### src/rtl/rx_word_align_ctrl_pkg.sv
// ---------------------------------------------------------------------------
// rx_align_pkg
// Shared definitions for the receive word-alignment controller:
//   - WORD_W            : width of a 10b code group
//   - COMMA_P / COMMA_N : K28.5 comma in running disparity minus / plus
//   - rx_align_state_t  : alignment state machine encoding
// ---------------------------------------------------------------------------
package rx_align_pkg;

    localparam int WORD_W = 10;

    localparam logic [WORD_W-1:0] COMMA_P = 10'b0011111010;
    localparam logic [WORD_W-1:0] COMMA_N = 10'b1100000101;

    typedef enum logic [1:0] {
        HUNT   = 2'd0,
        VERIFY = 2'd1,
        LOCKED = 2'd2
    } rx_align_state_t;

endpackage

### src/rtl/rx_word_align_ctrl_if.sv
// ---------------------------------------------------------------------------
// rx_word_align_ctrl_if
// Groups the deserializer window and the aligned-word outputs.
//   RxParallel_10 : 10b sliding window from the SIPO (into the controller)
//   RxWord        : aligned code group, registered
//   WordValid     : one-cycle strobe qualifying RxWord
//   Locked        : alignment is locked
//   CommaDet      : a comma was seen in the window on the previous cycle
// Modports:
//   master : window source / word consumer (deserializer + decoder side)
//   slave  : the alignment controller
// ---------------------------------------------------------------------------
interface rx_word_align_ctrl_if;
    import rx_align_pkg::*;

    logic [WORD_W-1:0] RxParallel_10;
    logic [WORD_W-1:0] RxWord;
    logic              WordValid;
    logic              Locked;
    logic              CommaDet;

    modport master (
        output RxParallel_10,
        input  RxWord,
        input  WordValid,
        input  Locked,
        input  CommaDet
    );

    modport slave (
        input  RxParallel_10,
        output RxWord,
        output WordValid,
        output Locked,
        output CommaDet
    );

endinterface

### src/rtl/rx_word_align_ctrl_comma_detect.sv
// ---------------------------------------------------------------------------
// rx_comma_detect
// Combinational bit-exact comma compare of the sliding window.
//   window    : 10b window from the deserializer
//   comma_hit : window equals a recognised comma
// Macro RX_ALIGN_BOTH_DISP_EN: when defined, the RD+ form of K28.5 is also
// recognised; otherwise only the RD- form matches and RD+ is plain data.
// ---------------------------------------------------------------------------
module rx_comma_detect
    import rx_align_pkg::*;
(
    input  logic [WORD_W-1:0] window,
    output logic              comma_hit
);

`ifdef RX_ALIGN_BOTH_DISP_EN
    assign comma_hit = (window == COMMA_P) || (window == COMMA_N);
`else
    assign comma_hit = (window == COMMA_P);
`endif

endmodule

### src/rtl/rx_word_align_ctrl.sv
// ---------------------------------------------------------------------------
// rx_word_align_ctrl
// Word-alignment controller beside the SIPO deserializer, on the bit clock.
// Finds the K28.5 comma, fixes the 10b word boundary from it, emits one
// strobed code group per word and tracks lock / loss of sync.
// Ports:
//   BitCLK : bit clock, all state on its rising edge
//   Reset  : synchronous, active-low
//   rx     : rx_word_align_ctrl_if.slave (window in, aligned word out)
// Parameters:
//   LOCK_COMMAS : consecutive aligned commas needed for lock (>=1)
//   UNLOCK_ERRS : misaligned commas that drop lock (>=1)
// Macro RX_ALIGN_BOTH_DISP_EN (see rx_comma_detect) widens the comma match.
// ---------------------------------------------------------------------------
module rx_word_align_ctrl
    import rx_align_pkg::*;
#(
    parameter int LOCK_COMMAS = 3,
    parameter int UNLOCK_ERRS = 4
)
(
    input  logic                 BitCLK,
    input  logic                 Reset,
    rx_word_align_ctrl_if.slave  rx
);

    localparam int GOOD_W = (LOCK_COMMAS < 1) ? 1 : $clog2(LOCK_COMMAS + 1);
    localparam int ERR_W  = (UNLOCK_ERRS < 1) ? 1 : $clog2(UNLOCK_ERRS + 1);
    localparam int BIT_W  = $clog2(WORD_W);

    localparam logic [BIT_W-1:0]  BIT_LAST    = BIT_W'(WORD_W - 1);
    localparam logic [GOOD_W-1:0] GOOD_TARGET = GOOD_W'(LOCK_COMMAS);
    localparam logic [ERR_W-1:0]  ERR_TARGET  = ERR_W'(UNLOCK_ERRS);
    localparam logic [GOOD_W-1:0] GOOD_MAX    = {GOOD_W{1'b1}};
    localparam logic [ERR_W-1:0]  ERR_MAX     = {ERR_W{1'b1}};

    rx_align_state_t   state_reg, state_next;
    logic [BIT_W-1:0]  bit_cnt_reg, bit_cnt_next;
    logic [GOOD_W-1:0] good_cnt_reg, good_cnt_next, good_inc;
    logic [ERR_W-1:0]  err_cnt_reg, err_cnt_next, err_inc;
    logic [WORD_W-1:0] rx_word_reg, rx_word_next;
    logic              word_valid_reg, word_valid_next;
    logic              comma_det_reg, comma_det_next;
    logic              comma_hit;
    logic              aligned;

    rx_comma_detect u_comma_detect (
        .window    (rx.RxParallel_10),
        .comma_hit (comma_hit)
    );

    assign aligned = (bit_cnt_reg == BIT_LAST);

    // Saturating increments: counters hold at all-ones rather than wrap.
    assign good_inc = (good_cnt_reg == GOOD_MAX) ? good_cnt_reg : good_cnt_reg + 1'b1;
    assign err_inc  = (err_cnt_reg  == ERR_MAX)  ? err_cnt_reg  : err_cnt_reg  + 1'b1;

    always_comb begin
        state_next      = state_reg;
        bit_cnt_next    = aligned ? '0 : bit_cnt_reg + 1'b1;
        good_cnt_next   = good_cnt_reg;
        err_cnt_next    = err_cnt_reg;
        rx_word_next    = rx_word_reg;
        word_valid_next = 1'b0;
        comma_det_next  = comma_hit;

        unique case (state_reg)
            HUNT: begin
                if (comma_hit) begin
                    // The comma itself is the first aligned word; the new
                    // boundary repeats WORD_W cycles after this one.
                    rx_word_next    = rx.RxParallel_10;
                    word_valid_next = 1'b1;
                    bit_cnt_next    = '0;
                    good_cnt_next   = GOOD_W'(1);
                    err_cnt_next    = '0;
                    state_next      = (LOCK_COMMAS == 1) ? LOCKED : VERIFY;
                end
            end

            VERIFY: begin
                if (aligned) begin
                    rx_word_next    = rx.RxParallel_10;
                    word_valid_next = 1'b1;
                end
                if (comma_hit && aligned) begin
                    good_cnt_next = good_inc;
                    if (good_inc == GOOD_TARGET) begin
                        state_next   = LOCKED;
                        err_cnt_next = '0;
                    end
                end else if (comma_hit) begin
                    // Off-boundary comma while still verifying: trust the
                    // newest comma and restart the count from it.
                    rx_word_next    = rx.RxParallel_10;
                    word_valid_next = 1'b1;
                    bit_cnt_next    = '0;
                    good_cnt_next   = GOOD_W'(1);
                end
            end

            LOCKED: begin
                if (aligned) begin
                    rx_word_next    = rx.RxParallel_10;
                    word_valid_next = 1'b1;
                end
                if (comma_hit && aligned) begin
                    err_cnt_next = '0;
                end else if (comma_hit) begin
                    // Boundary stays put when locked; only the error
                    // tally reacts, and dropping lock does not realign.
                    err_cnt_next = err_inc;
                    if (err_inc == ERR_TARGET) begin
                        state_next    = HUNT;
                        good_cnt_next = '0;
                        err_cnt_next  = '0;
                    end
                end
            end

            default: begin
                state_next = HUNT;
            end
        endcase
    end

    always_ff @(posedge BitCLK) begin
        if (!Reset) begin
            state_reg      <= HUNT;
            bit_cnt_reg    <= '0;
            good_cnt_reg   <= '0;
            err_cnt_reg    <= '0;
            rx_word_reg    <= '0;
            word_valid_reg <= 1'b0;
            comma_det_reg  <= 1'b0;
        end else begin
            state_reg      <= state_next;
            bit_cnt_reg    <= bit_cnt_next;
            good_cnt_reg   <= good_cnt_next;
            err_cnt_reg    <= err_cnt_next;
            rx_word_reg    <= rx_word_next;
            word_valid_reg <= word_valid_next;
            comma_det_reg  <= comma_det_next;
        end
    end

    assign rx.RxWord    = rx_word_reg;
    assign rx.WordValid = word_valid_reg;
    assign rx.Locked    = (state_reg == LOCKED);
    assign rx.CommaDet  = comma_det_reg;

endmodule

### src/flat_wrapper.sv
// flat-port wrapper written by rule: the top's interface ports become plain ports
module rx_word_align_ctrl_flat import rx_align_pkg::*;
#(
    parameter int LOCK_COMMAS = 3,
    parameter int UNLOCK_ERRS = 4
)
  (BitCLK, Reset, rx_RxParallel_10, rx_RxWord, rx_WordValid, rx_Locked, rx_CommaDet);
  rx_word_align_ctrl_if rx_i ();
  input  logic BitCLK;
  input  logic Reset;
  input wire logic [$bits(rx_i.RxParallel_10)-1:0] rx_RxParallel_10;
  output wire logic [$bits(rx_i.RxWord)-1:0] rx_RxWord;
  output wire logic [$bits(rx_i.WordValid)-1:0] rx_WordValid;
  output wire logic [$bits(rx_i.Locked)-1:0] rx_Locked;
  output wire logic [$bits(rx_i.CommaDet)-1:0] rx_CommaDet;
  assign rx_i.RxParallel_10 = rx_RxParallel_10;
  assign rx_RxWord = rx_i.RxWord;
  assign rx_WordValid = rx_i.WordValid;
  assign rx_Locked = rx_i.Locked;
  assign rx_CommaDet = rx_i.CommaDet;
  rx_word_align_ctrl #(.LOCK_COMMAS(LOCK_COMMAS), .UNLOCK_ERRS(UNLOCK_ERRS)) u_core (.BitCLK(BitCLK), .Reset(Reset), .rx(rx_i));
endmodule
### config.mk
export PLATFORM = sky130hd
export DESIGN_NAME = rx_word_align_ctrl_flat
export DESIGN_NICKNAME = d
export VERILOG_FILES = /design/src/rtl/rx_word_align_ctrl_pkg.sv /design/src/rtl/rx_word_align_ctrl_if.sv /design/src/rtl/rx_word_align_ctrl_comma_detect.sv /design/src/rtl/rx_word_align_ctrl.sv /design/src/flat_wrapper.sv
export SDC_FILE = /design/constraint.sdc
export NUM_CORES = 1
export LEC_CHECK = 0
export BUFFER_PORTS_ARGS = -buffer_cell sky130_fd_sc_hd__buf_2
export CORE_MARGIN = 10
export CORE_UTILIZATION = 25
export CTS_CLUSTER_SIZE = 24
export DETAILED_ROUTE_END_ITERATION = 6
export GPL_ROUTABILITY_DRIVEN = 1
export MAX_ROUTING_LAYER = met4
export SETUP_SLACK_MARGIN = 0.2
export SYNTH_ARGS = -nofsm -noshare
export SYNTH_HDL_FRONTEND = slang
export SYNTH_HIERARCHICAL = 1
export SYNTH_SLANG_ARGS = --single-unit
export TNS_END_PERCENT = 10
### constraint.sdc
create_clock -name BitCLK -period 5.8 [get_ports BitCLK]
set_clock_uncertainty 0.05 [all_clocks]
set_input_delay 1.16 -clock BitCLK [delete_from_list [all_inputs] [get_ports BitCLK]]
set_output_delay 1.16 -clock BitCLK [all_outputs]
set_load 0.02 [all_outputs]
==> results.txt, run 1 <==
----------------------------------------------------
[Global route]
  Global-route wire length before repair ... 5710 um
  Global-route total usage across every layer ... 8.16%
  Via count of the first global-routing pass ... 1239
  Initial antenna violation count ... 0
  Largest net degree at the start of global routing ... 15
  Total congestion overflow after global routing ... 0

[Floorplan]
  Core box area ... 0.00520 mm^2
  Effective utilization at floorplan ... 26.2%
  Total I/O pin count ... 25
  Cell Rows ... 26
  Die Y ... 93.8 um
  Die Footprint ... 0.00880 mm^2
  Die Span X ... 93.8 um

[Yosys]
  Main synth FF type ... sky130_fd_sc_hd__dfxtp_1
  Total number of yosys warnings ... 6
  Count of flip-flops with a built-in enable after synthesis ... 0
  Adder-cell share of the synthesized area ... 7.35%
  Async set-or-reset flop fraction in the synthesized netlist ... 0%
  Fraction of the mapped netlist area in simple logic gates ... 27.4%
  Parity-gate share of the synthesized area counting xor and xnor cells ... 1.29%
  Number of nets in the synthesized netlist ... 173
  Largest family of logic cells by synthesized area ... simple AND/OR/NAND/NOR gates
  Number of library cell types mapped by synthesis ... 43
  Post-synth design cell area ... 0.00136 mm^2
  Part of the Yosys area used for sequential elements ... 33.8%
  Post-Synthesis Cells ... 153
  Share of cell area taken by muxes after synthesis ... 1.47%
  Syn_area_per_cell ... 8.90 um^2
  Complex-gate fraction of the synthesized area ... 24.2%
  Number of synthesized register bits ... 23

[Critical path]
  Register-to-Register Path Depth ... 6
  Class of the most critical setup path ... input port to flip-flop
  Endpoint arrival time on the critical path ... 3630 ps
  Worst setup SP type ... input port
  Required time of the critical path ... 5920 ps
  R2R Path End ... u_core/rx.RxWord[7]
  Critical path peak fanout ... 12
  Worst-case register-to-register setup slack ... 3630 ps
  Critical path capture point type ... flip-flop
  RR Startpoint ... u_core/state_reg[0]

[Cells and area]
  Synth-to-Final Area Change ... 16.4%
  Post-layout instance count excluding filler cells ... 244
  Fraction of layout cells with a size suffix above 1 ... 19.5%
  Number of antenna cells inserted ... 0
  Largest register FFs ... 10
  Final net count ... 195

[Clock network]
  H-tree lvl count ... 1
  Clk pin slew, worst setup/hold paths ... 80 ps
  Number of CTS-inserted buffers ... 3
  Buffer type at the clock tree root ... sky130_fd_sc_hd__clkbuf_8
  Clock tree from TritonCTS ... yes
  Clock Latency Late Sink ... 270 ps
  Number of setup buffers added after CTS ... 0
  Post-cts hold buffer count ... 0
  TritonCTS sink count ... 23
  Post-cts resize count ... 0
  Worst-case clock buffer depth ... 2

[Power]
  Total power density per cell area ... 203 mW/mm^2
  Maximum vdd drop ... 0.0988 mV
  Combinational cell fraction of total power ... 15.8%
  Net switching component of the power ... 90.6 uW
  Clock power frac ... 32.1%
  Cell leakage power ... 0.594 nW
  Reg power frac ... 52.2%
  Sw Share ... 28.1%
  Cell-internal power ... 232 uW

[Detailed routing]
  DRT Wirelength ... 3410 um
  TritonRoute pass-1 iters ... 4
  Routed WL per cell ... 14.0 um
  Residual antenna-violating net count after detailed routing ... 0
  Remaining design rule violation count ... 0
  Vias ... 1241
  Starting DRC count in detailed routing ... 116
  Drt via density ... 5.09

[Hold path]
  Type of the most critical hold path ... flip-flop to flip-flop
  Hold Path End ... u_core/rx.RxWord[4]
  HP Start ... u_core/rx.RxWord[4]
  Cells on Worst Hold Path ... 1

[Placed design]
  Port Buffer Count ... 24
  Final weighted congestion in routability-driven placement ... 0.801
  Total instance count after detailed placement ... 240
  Placed wire-length estimate after detailed placement ... 2530 um

[STA]
  Total of endpoints with negative setup slack in the final report ... 0
  Number of hold-slack violations in the final timing report ... 0
  Worst relative slew slack ... 55.1%
  Summed negative setup slack over all endpoints ... 0 ps
  Total count of max-transition violations in the final report ... 0
  Final critical path time including I/O delays and setup ... 3510 ps
  Tcrit/Tclk final ... 60.6%
  Actual transition at the worst max-transition pin ... 671 ps
  Setup repair after global routing missed its margin ... no
  Highest clock frequency the design can meet ... 285 MHz

[Flow run]
  MaxCap Viol Count ... 0

[Status]
  Status ... completed

----------------------------------------------------
-- placed cells by master, fill, tap and decap left out, drive strengths merged, types with 4 or more instances in the layout --
cell,n
nor2,9
inv,8
o21ai,4
buf,24
o221ai,6
nand2,13
nand2b,10
a31oi,7
ha,8
dfxtp,23
a22o,5
nand3,10
-- layer usage --
layer	global-route usage, %	part of all wire [%]
met5	-	0
met4	4.05	2.2
met3	2.56	9.7
met2	12.2	41
met1	9.64	48
-- synthesized netlist by cell type, types with 3 or more instances --
master / n / share of area (%)
sky130_fd_sc_hd__ha_1: 8 / 7.4
sky130_fd_sc_hd__o22ai_1: 3 / 1.4
sky130_fd_sc_hd__inv_1: 8 / 2.2
sky130_fd_sc_hd__nand3_1: 10 / 3.7
sky130_fd_sc_hd__nor2b_1: 3 / 1.4
sky130_fd_sc_hd__clkbuf_1: 5 / 1.4
sky130_fd_sc_hd__o221ai_1: 6 / 3.9
sky130_fd_sc_hd__a21oi_1: 3 / 1.1
sky130_fd_sc_hd__nand2_1: 13 / 3.6
sky130_fd_sc_hd__dfxtp_1: 23 / 34
sky130_fd_sc_hd__a31oi_1: 7 / 3.2
sky130_fd_sc_hd__a22o_1: 5 / 3.2
sky130_fd_sc_hd__o21ai_0: 4 / 1.5
sky130_fd_sc_hd__nor2_1: 9 / 2.5
sky130_fd_sc_hd__nand2b_1: 10 / 4.6
sky130_fd_sc_hd__nand4b_1: 3 / 1.9
-- worst max path at each step --
stage	startpoint	endpoint	cells after the start	slack, ps
finish	rx_RxParallel_10[9]	u_core/rx.RxWord[7]	7	2290
global route	rx_RxParallel_10[9]	u_core/rx.RxWord[8]	7	2090
CTS	rx_RxParallel_10[9]	u_core/rx.RxWord[7]	7	2300
detailed placement	rx_RxParallel_10[9]	u_core/rx.RxWord[7]	7	2010
global placement	rx_RxParallel_10[9]	u_core/rx.RxWord[6]	7	2080
floorplan	rx_RxParallel_10[9]	u_core/good_cnt_reg[0]	7	2630
-- stage by stage --
| stage | area (um^2) | util [%] | hold WS [ps] | setup slack [ps] | power (mW) |
|---|---|---|---|---|---|
| 2_1_floorplan | 1360 | - | 383 | 2630 | 0.207 |
| 3_3_place_gp | 1540 | 29.5 | 402 | 2080 | 0.222 |
| 3_5_place_dp | 1540 | 29.5 | 410 | 2010 | 0.223 |
| 4_1_cts | 1580 | 30.4 | 430 | 2300 | 0.326 |
| 5_1_grt | 1580 | 30.4 | 442 | 2090 | 0.341 |
| 6_report | 1580 | 30.4 | 426 | 2290 | 0.322 |
-- logic make-up after synthesis --
| logic type | after synthesis |
|---|---|
| flops | 23 |
| xor+xnor | 2 |
| simple gates | 62 |
| fa+ha+maj | 8 |
| compound gates | 41 |
| mux | 2 |
| buf+inv | 15 |
-- layout make-up --
cell class | instances | area (um^2)
clock buffer | 3 | 41.3
clock inverter | 1 | 5.00
fill | 577 | 3620
inverter | 8 | 30.0
multi-input combinational | 115 | 840
sequential | 23 | 460
tap | 70 | 87.6
timing repair buffer | 24 | 120
-- power by group through the flow --
stage          clock, mW  sequential, mW  combinational (mW)
2_1_floorplan          0           0.175              0.0320
3_3_place_gp           0           0.172              0.0508
3_5_place_dp           0           0.172              0.0508
4_1_cts            0.107           0.168              0.0511
5_1_grt            0.116           0.169              0.0563
6_report           0.103           0.168              0.0508
-- critical path, stage by stage --
cell                      delay (ps)
sky130_fd_sc_hd__buf_2           110
sky130_fd_sc_hd__or4b_1          530
sky130_fd_sc_hd__nor3_2          570
sky130_fd_sc_hd__nor2b_1         210
sky130_fd_sc_hd__nor2_1          550
sky130_fd_sc_hd__a21oi_1         260
sky130_fd_sc_hd__a22o_1          230
Power figures use the tool's default switching activity.
==> run 2, diff against run 1 <==
==> constraint.sdc (replaced) <==
create_clock -name BitCLK -period 2.9 [get_ports BitCLK]
set_clock_uncertainty 0.05 [all_clocks]
set_input_delay 0.58 -clock BitCLK [delete_from_list [all_inputs] [get_ports BitCLK]]
set_output_delay 0.58 -clock BitCLK [all_outputs]
set_load 0.02 [all_outputs]
==> run 2 against run 1 <==
- non-clock buffer count up 7
- global-route usage is essentially flat
- critical path depth grew 2
- routed wire length increased by 4.4%
- die area stayed put
- combinational power is 110% higher
- via count up 0.40%
- first-iteration DRC count up 12%
- clock power increased by 100%
- count of clock-buffer cells in the layout did not move
- critical endpoint is now u_core/err_cnt_reg[1]
- largest cell class unchanged
- largest power group unchanged
- highest routed layer unchanged
==> results.txt, run 2 (synthesized netlist as in run 1, its figures left out) <==
----------------------------------------------------
[STA]
  Worst slack on hold paths ... 422 ps
  Tcrit/Tclk final ... 82.7%
  Total of endpoints with negative setup slack in the final report ... 0
  Worst relative slew slack ... 66.0%
  Total count of max-transition violations in the final report ... 0
  Highest clock frequency the design can meet ... 417 MHz
  Summed negative setup slack over all endpoints ... 0 ps
  Actual transition at the worst max-transition pin ... 509 ps
  Number of hold-slack violations in the final timing report ... 0
  Final critical path time including I/O delays and setup ... 2400 ps
  Setup repair after global routing missed its margin ... no

[Global route]
  Global-route total usage across every layer ... 8.16%
  Busiest layer in global routing ... met2
  Via count of the first global-routing pass ... 1200
  Fraction of met1 tracks used by global routing ... 10.2%
  Largest net degree at the start of global routing ... 15
  GRT met2 Usage ... 12.3%
  Global-route wire length before repair ... 5840 um
  Initial antenna violation count ... 0
  Total congestion overflow after global routing ... 0
  Fraction of met3 tracks used by global routing ... 3.36%

[Critical path]
  Buffering stage count on the worst path with inverters included ... 3
  Class of the most critical setup path ... input port to flip-flop
  Critical path depth in cells ... 9
  Cell repeated most along the worst path ... sky130_fd_sc_hd__buf_4
  Required time of the critical path ... 3040 ps
  List of cells traversed by the critical path ... buf_2 -> or4b_1 -> nor3_2 -> buf_4 -> nor2b_1 -> nor2_1 -> buf_4 -> nand3_1 -> o22ai_1
  Worst setup SP type ... input port
  R2R Path End ... u_core/rx.RxWord[4]
  Origin of the worst setup path ... rx_RxParallel_10[9]
  Register-to-Register Path Depth ... 6
  Critical path capture point type ... flip-flop
  Critical path's top delay family ... simple AND/OR/NAND/NOR gates
  Worst-case register-to-register setup slack ... 740 ps
  Destination of the critical timing path ... u_core/err_cnt_reg[1]
  Slowest cell delay on critical path ... 540 ps
  Critical path peak fanout ... 10
  Endpoint arrival time on the critical path ... 2540 ps
  RR Startpoint ... u_core/state_reg[0]
  Cell with the largest stage delay on the worst path ... sky130_fd_sc_hd__or4b_1

[Floorplan]
  Die Span X ... 93.8 um
  Die Y ... 93.8 um
  Core box area ... 0.00520 mm^2
  Cell Rows ... 26
  Die Footprint ... 0.00880 mm^2
  Effective utilization at floorplan ... 26.2%
  Total I/O pin count ... 25

[Flow run]
  MaxCap Viol Count ... 0

[Placed design]
  Placed wire-length estimate after detailed placement ... 2610 um
  Port Buffer Count ... 24
  Final weighted congestion in routability-driven placement ... 0.751

[Clock network]
  H-tree lvl count ... 1
  Clock Latency Late Sink ... 270 ps
  Post-cts hold buffer count ... 0
  TritonCTS sink count ... 23
  Clock tree from TritonCTS ... yes
  Worst-case clock buffer depth ... 2
  Post-cts resize count ... 0
  Clk pin slew, worst setup/hold paths ... 90 ps
  Buffer type at the clock tree root ... sky130_fd_sc_hd__clkbuf_8
  Number of CTS-inserted buffers ... 3
  Number of setup buffers added after CTS ... 0

[Cells and area]
  Largest register FFs ... 10
  Count of fill cells added during filler insertion ... 566
  Synth-to-Final Area Change ... 20.2%
  Commonest cells after routing, fill and taps aside ... sky130_fd_sc_hd__buf_2, sky130_fd_sc_hd__dfxtp_1, sky130_fd_sc_hd__nand2_1, sky130_fd_sc_hd__nand3_1, sky130_fd_sc_hd__nand2b_1
  Number of antenna cells inserted ... 0
  Final net count ... 202
  Multi-input gate area ... 840 um^2
  Fraction of layout cells with a size suffix above 1 ... 22.7%
  Most common cell after layout, fill and taps aside ... sky130_fd_sc_hd__buf_2
  FF+latch area ... 460 um^2

[Power]
  Cell leakage power ... 0.630 nW
  Maximum vdd drop ... 0.163 mV
  Total power density per cell area ... 398 mW/mm^2

[Detailed routing]
  Vias ... 1246
  TritonRoute pass-1 iters ... 4
  Starting DRC count in detailed routing ... 130
  Routed WL per cell ... 14.2 um
  Remaining design rule violation count ... 0
  Drt via density ... 4.96
  DRT Wirelength ... 3560 um
  Residual antenna-violating net count after detailed routing ... 0

[Status]
  Status ... completed

[Hold path]
  Type of the most critical hold path ... flip-flop to flip-flop

----------------------------------------------------
run 2: cell count changes in the layout (fill, tap and decap cells not counted), sizes merged:
cell,change
buf,+7
run 2: where the power goes:
group | switching, mW | internal (mW) | leakage [nW]
registers | 0.00922 | 0.327 | 0.186
logic | 0.0645 | 0.0446 | 0.418
clock network | 0.110 | 0.0961 | 0.0255
total | 0.184 | 0.467 | 0.630
run 2: worst min-delay path by stage:
| stage | endpoint | slack (ps) | start | cells past startpoint |
|---|---|---|---|---|
| after floorplan | u_core/bit_cnt_reg[0] | 380 | u_core/bit_cnt_reg[0] | 1 |
| after global placement | u_core/rx.RxWord[4] | 400 | u_core/rx.RxWord[4] | 1 |
| final | u_core/bit_cnt_reg[0] | 420 | u_core/bit_cnt_reg[0] | 1 |
| after global routing | u_core/bit_cnt_reg[0] | 440 | u_core/bit_cnt_reg[0] | 1 |
| after CTS | u_core/bit_cnt_reg[0] | 430 | u_core/bit_cnt_reg[0] | 1 |
| after detailed placement | u_core/rx.RxWord[8] | 400 | u_core/rx.RxWord[8] | 1 |
run 2: per-layer routing:
metal  vias up  routed length, um
li1        633                  -
met1       581               1750
met2        30               1530
met3         2                260
met4         0                 18
met5         -                  0
run 2: area by class of cell:
class                   instances  share of cell area (%)
clock inverters                 1                   0.306
multi-input cells             115                    51.3
repair buffers                 31                    10.6
well taps                      70                    5.35
clock buffers                   3                    2.52
inverters                       8                    1.83
flip-flops and latches         23                    28.1
run 2: through the flow:
stage | util [%] | area, um^2 | total power [mW] | worst slack [ps] | instances
final | 31.4 | 1640 | 0.651 | 501 | 251
after global routing | 31.4 | 1640 | 0.686 | 364 | 251
after CTS | 31.4 | 1640 | 0.662 | 519 | 251
after detailed placement | 30.6 | 1590 | 0.452 | 239 | 247
after global placement | 30.6 | 1590 | 0.451 | 286 | 247
after floorplan | - | 1360 | 0.414 | 313 | 153
==> run 3, diff against run 2 <==
==> constraint.sdc (replaced) <==
create_clock -name BitCLK -period 2.1 [get_ports BitCLK]
set_clock_uncertainty 0.05 [all_clocks]
set_input_delay 0.42 -clock BitCLK [delete_from_list [all_inputs] [get_ports BitCLK]]
set_output_delay 0.42 -clock BitCLK [all_outputs]
set_load 0.02 [all_outputs]
==> run 3 against run 2 <==
- non-clock buffer count rose by 11
- sequential cell count unchanged
- setup slack got worse by 440 ps
- final cell count increased by 4.4%
- first-iteration DRC count decreased by 4.6%
- critical endpoint is now u_core/good_cnt_reg[0]
- register-to-register slack lost 580 ps
- clock power grew 38%
- sequential share of layout area is 2.0 points lower
- routed wire length increased by 6.0%
- sequential power up 38%
==> results.txt, run 3 (synthesized netlist as in run 1, its figures left out) <==
----------------------------------------------------
[Clock network]
  Clock tree from TritonCTS ... yes
  Buffer type at the clock tree root ... sky130_fd_sc_hd__clkbuf_8
  Post-cts hold buffer count ... 0
  TritonCTS sink count ... 23
  Clock Latency Late Sink ... 270 ps
  Worst-case clock buffer depth ... 2
  H-tree lvl count ... 1
  Clk pin slew, worst setup/hold paths ... 90 ps
  Number of CTS-inserted buffers ... 3

[Global route]
  Largest net degree at the start of global routing ... 13
  Via count of the first global-routing pass ... 1246
  Total congestion overflow after global routing ... 0
  Global-route total usage across every layer ... 8.59%
  Global-route wire length before repair ... 6040 um
  Initial antenna violation count ... 0

[Cells and area]
  Largest register FFs ... 10
  Synth-to-Final Area Change ... 29.2%
  Final net count ... 213
  Final cell area excluding filler cells ... 0.00176 mm^2
  Commonest cells after routing, fill and taps aside ... sky130_fd_sc_hd__buf_2, sky130_fd_sc_hd__dfxtp_1, sky130_fd_sc_hd__buf_4, sky130_fd_sc_hd__nand2_1, sky130_fd_sc_hd__nand2b_1
  Number of antenna cells inserted ... 0
  Fraction of layout cells with a size suffix above 1 ... 29.2%

[Critical path]
  Class of the most critical setup path ... input port to flip-flop
  Cell with the largest stage delay on the worst path ... sky130_fd_sc_hd__or4b_4
  Endpoint arrival time on the critical path ... 2160 ps
  Slowest cell delay on critical path ... 540 ps
  Required time of the critical path ... 2220 ps
  Critical path peak fanout ... 3
  Critical path capture point type ... flip-flop
  Register-to-Register Path Depth ... 6
  RR Startpoint ... u_core/err_cnt_reg[0]
  Worst-case register-to-register setup slack ... 160 ps
  Worst setup SP type ... input port
  R2R Path End ... u_core/state_reg[0]
  Critical path's top delay family ... simple AND/OR/NAND/NOR gates
  List of cells traversed by the critical path ... buf_6 -> or4b_4 -> nor3_4 -> nand4b_1 -> o311a_1 -> nor4b_1 -> a211o_1
  Buffering stage count on the worst path with inverters included ... 1

[STA]
  Tcrit/Tclk final ... 97.1%
  Total of endpoints with negative setup slack in the final report ... 0
  Worst slack on hold paths ... 346 ps
  Final critical path time including I/O delays and setup ... 2040 ps
  Number of hold-slack violations in the final timing report ... 0
  Total count of max-transition violations in the final report ... 0
  Actual transition at the worst max-transition pin ... 507 ps
  Highest clock frequency the design can meet ... 490 MHz
  Worst relative slew slack ... 66.1%
  Setup repair after global routing missed its margin ... yes

[Hold path]
  HP Start ... rx_RxParallel_10[7]
  Cells on Worst Hold Path ... 2
  Type of the most critical hold path ... input port to flip-flop
  Hold Path End ... u_core/rx.RxWord[7]

[Power]
  PnR Total Power ... 919 uW
  Maximum vdd drop ... 0.192 mV
  Total power density per cell area ... 522 mW/mm^2
  Cell leakage power ... 0.702 nW

[Detailed routing]
  TritonRoute pass-1 iters ... 4
  Drt via density ... 4.95
  Vias ... 1297
  DRT Wirelength ... 3770 um
  Residual antenna-violating net count after detailed routing ... 0
  Starting DRC count in detailed routing ... 124
  Remaining design rule violation count ... 0
  Routed WL per cell ... 14.4 um

[Floorplan]
  Die Y ... 93.8 um
  Die Footprint ... 0.00880 mm^2
  Total I/O pin count ... 25
  Effective utilization at floorplan ... 26.2%
  Die Span X ... 93.8 um
  Cell Rows ... 26
  Core box area ... 0.00520 mm^2

[Placed design]
  Placed wire-length estimate after detailed placement ... 2780 um
  Port Buffer Count ... 24
  Area after detailed placement ... 0.00165 mm^2
  Final weighted congestion in routability-driven placement ... 0.777

[Status]
  Status ... completed

[Flow run]
  MaxCap Viol Count ... 0

----------------------------------------------------
==> run 3: cell types whose count changed in the layout (fill, tap and decap cells not counted), sizes merged <==
cell    before  now
buf         31   42
clkbuf       3    4
clkinv       1    0
==> run 3: worst max path at each step <==
| stage | startpoint | end | slack, ps | cells past startpoint |
|---|---|---|---|---|
| 2_1_floorplan | rx_RxParallel_10[2] | u_core/good_cnt_reg[0] | -270 | 7 |
| 3_3_place_gp | rx_RxParallel_10[2] | u_core/rx.RxWord[7] | -310 | 7 |
| 3_5_place_dp | rx_RxParallel_10[2] | u_core/rx.RxWord[0] | -340 | 9 |
| 4_1_cts | rx_RxParallel_10[2] | u_core/good_cnt_reg[0] | 20 | 7 |
| 5_1_grt | rx_RxParallel_10[2] | u_core/rx.RxWord[3] | -20 | 9 |
| 6_report | rx_RxParallel_10[2] | u_core/good_cnt_reg[0] | 60 | 7 |
==> run 3: layout make-up <==
type	instances	area (um^2)
timing repair buffer	42	262
fill	555	3450
multi-input combinational	115	875
tap	70	87.6
inverter	8	30.0
clock buffer	4	45.0
sequential	23	460
==> run 3: timing repair <==
action	CTS	global route
gates cloned	0	0
pin swaps	3	7
resized for setup	0	8
endpoints found under the setup margin	17	17
buffers inserted	2	1
==> run 3: stage by stage <==
stage                     setup TNS, ps  utilization, %  setup slack [ps]  instances
after floorplan                   -1400               -              -265        153
after global placement            -4710            31.7              -310        255
after global routing              -44.2            33.8             -16.1        262
after detailed placement          -5030            31.7              -339        255
after CTS                             0            32.9              18.2        261
final                                 0            33.8              60.1        262
==> run 3: power breakdown <==
group / leakage, nW / total [mW] / internal (mW) / switching [mW]
clock network: 0.0228 / 0.285 / 0.136 / 0.149
registers: 0.186 / 0.464 / 0.451 / 0.0127
logic: 0.494 / 0.170 / 0.0736 / 0.0967
total: 0.702 / 0.919 / 0.661 / 0.258
==> run 3: layer usage <==
metal | routed length, um | part of all wire, % | GRT usage [%]
met1 | 1730 | 46 | 10.6
met3 | 300 | 8.0 | 2.96
met5 | 0 | 0 | -
met2 | 1700 | 45 | 12.8
met4 | 42 | 1.1 | 2.66
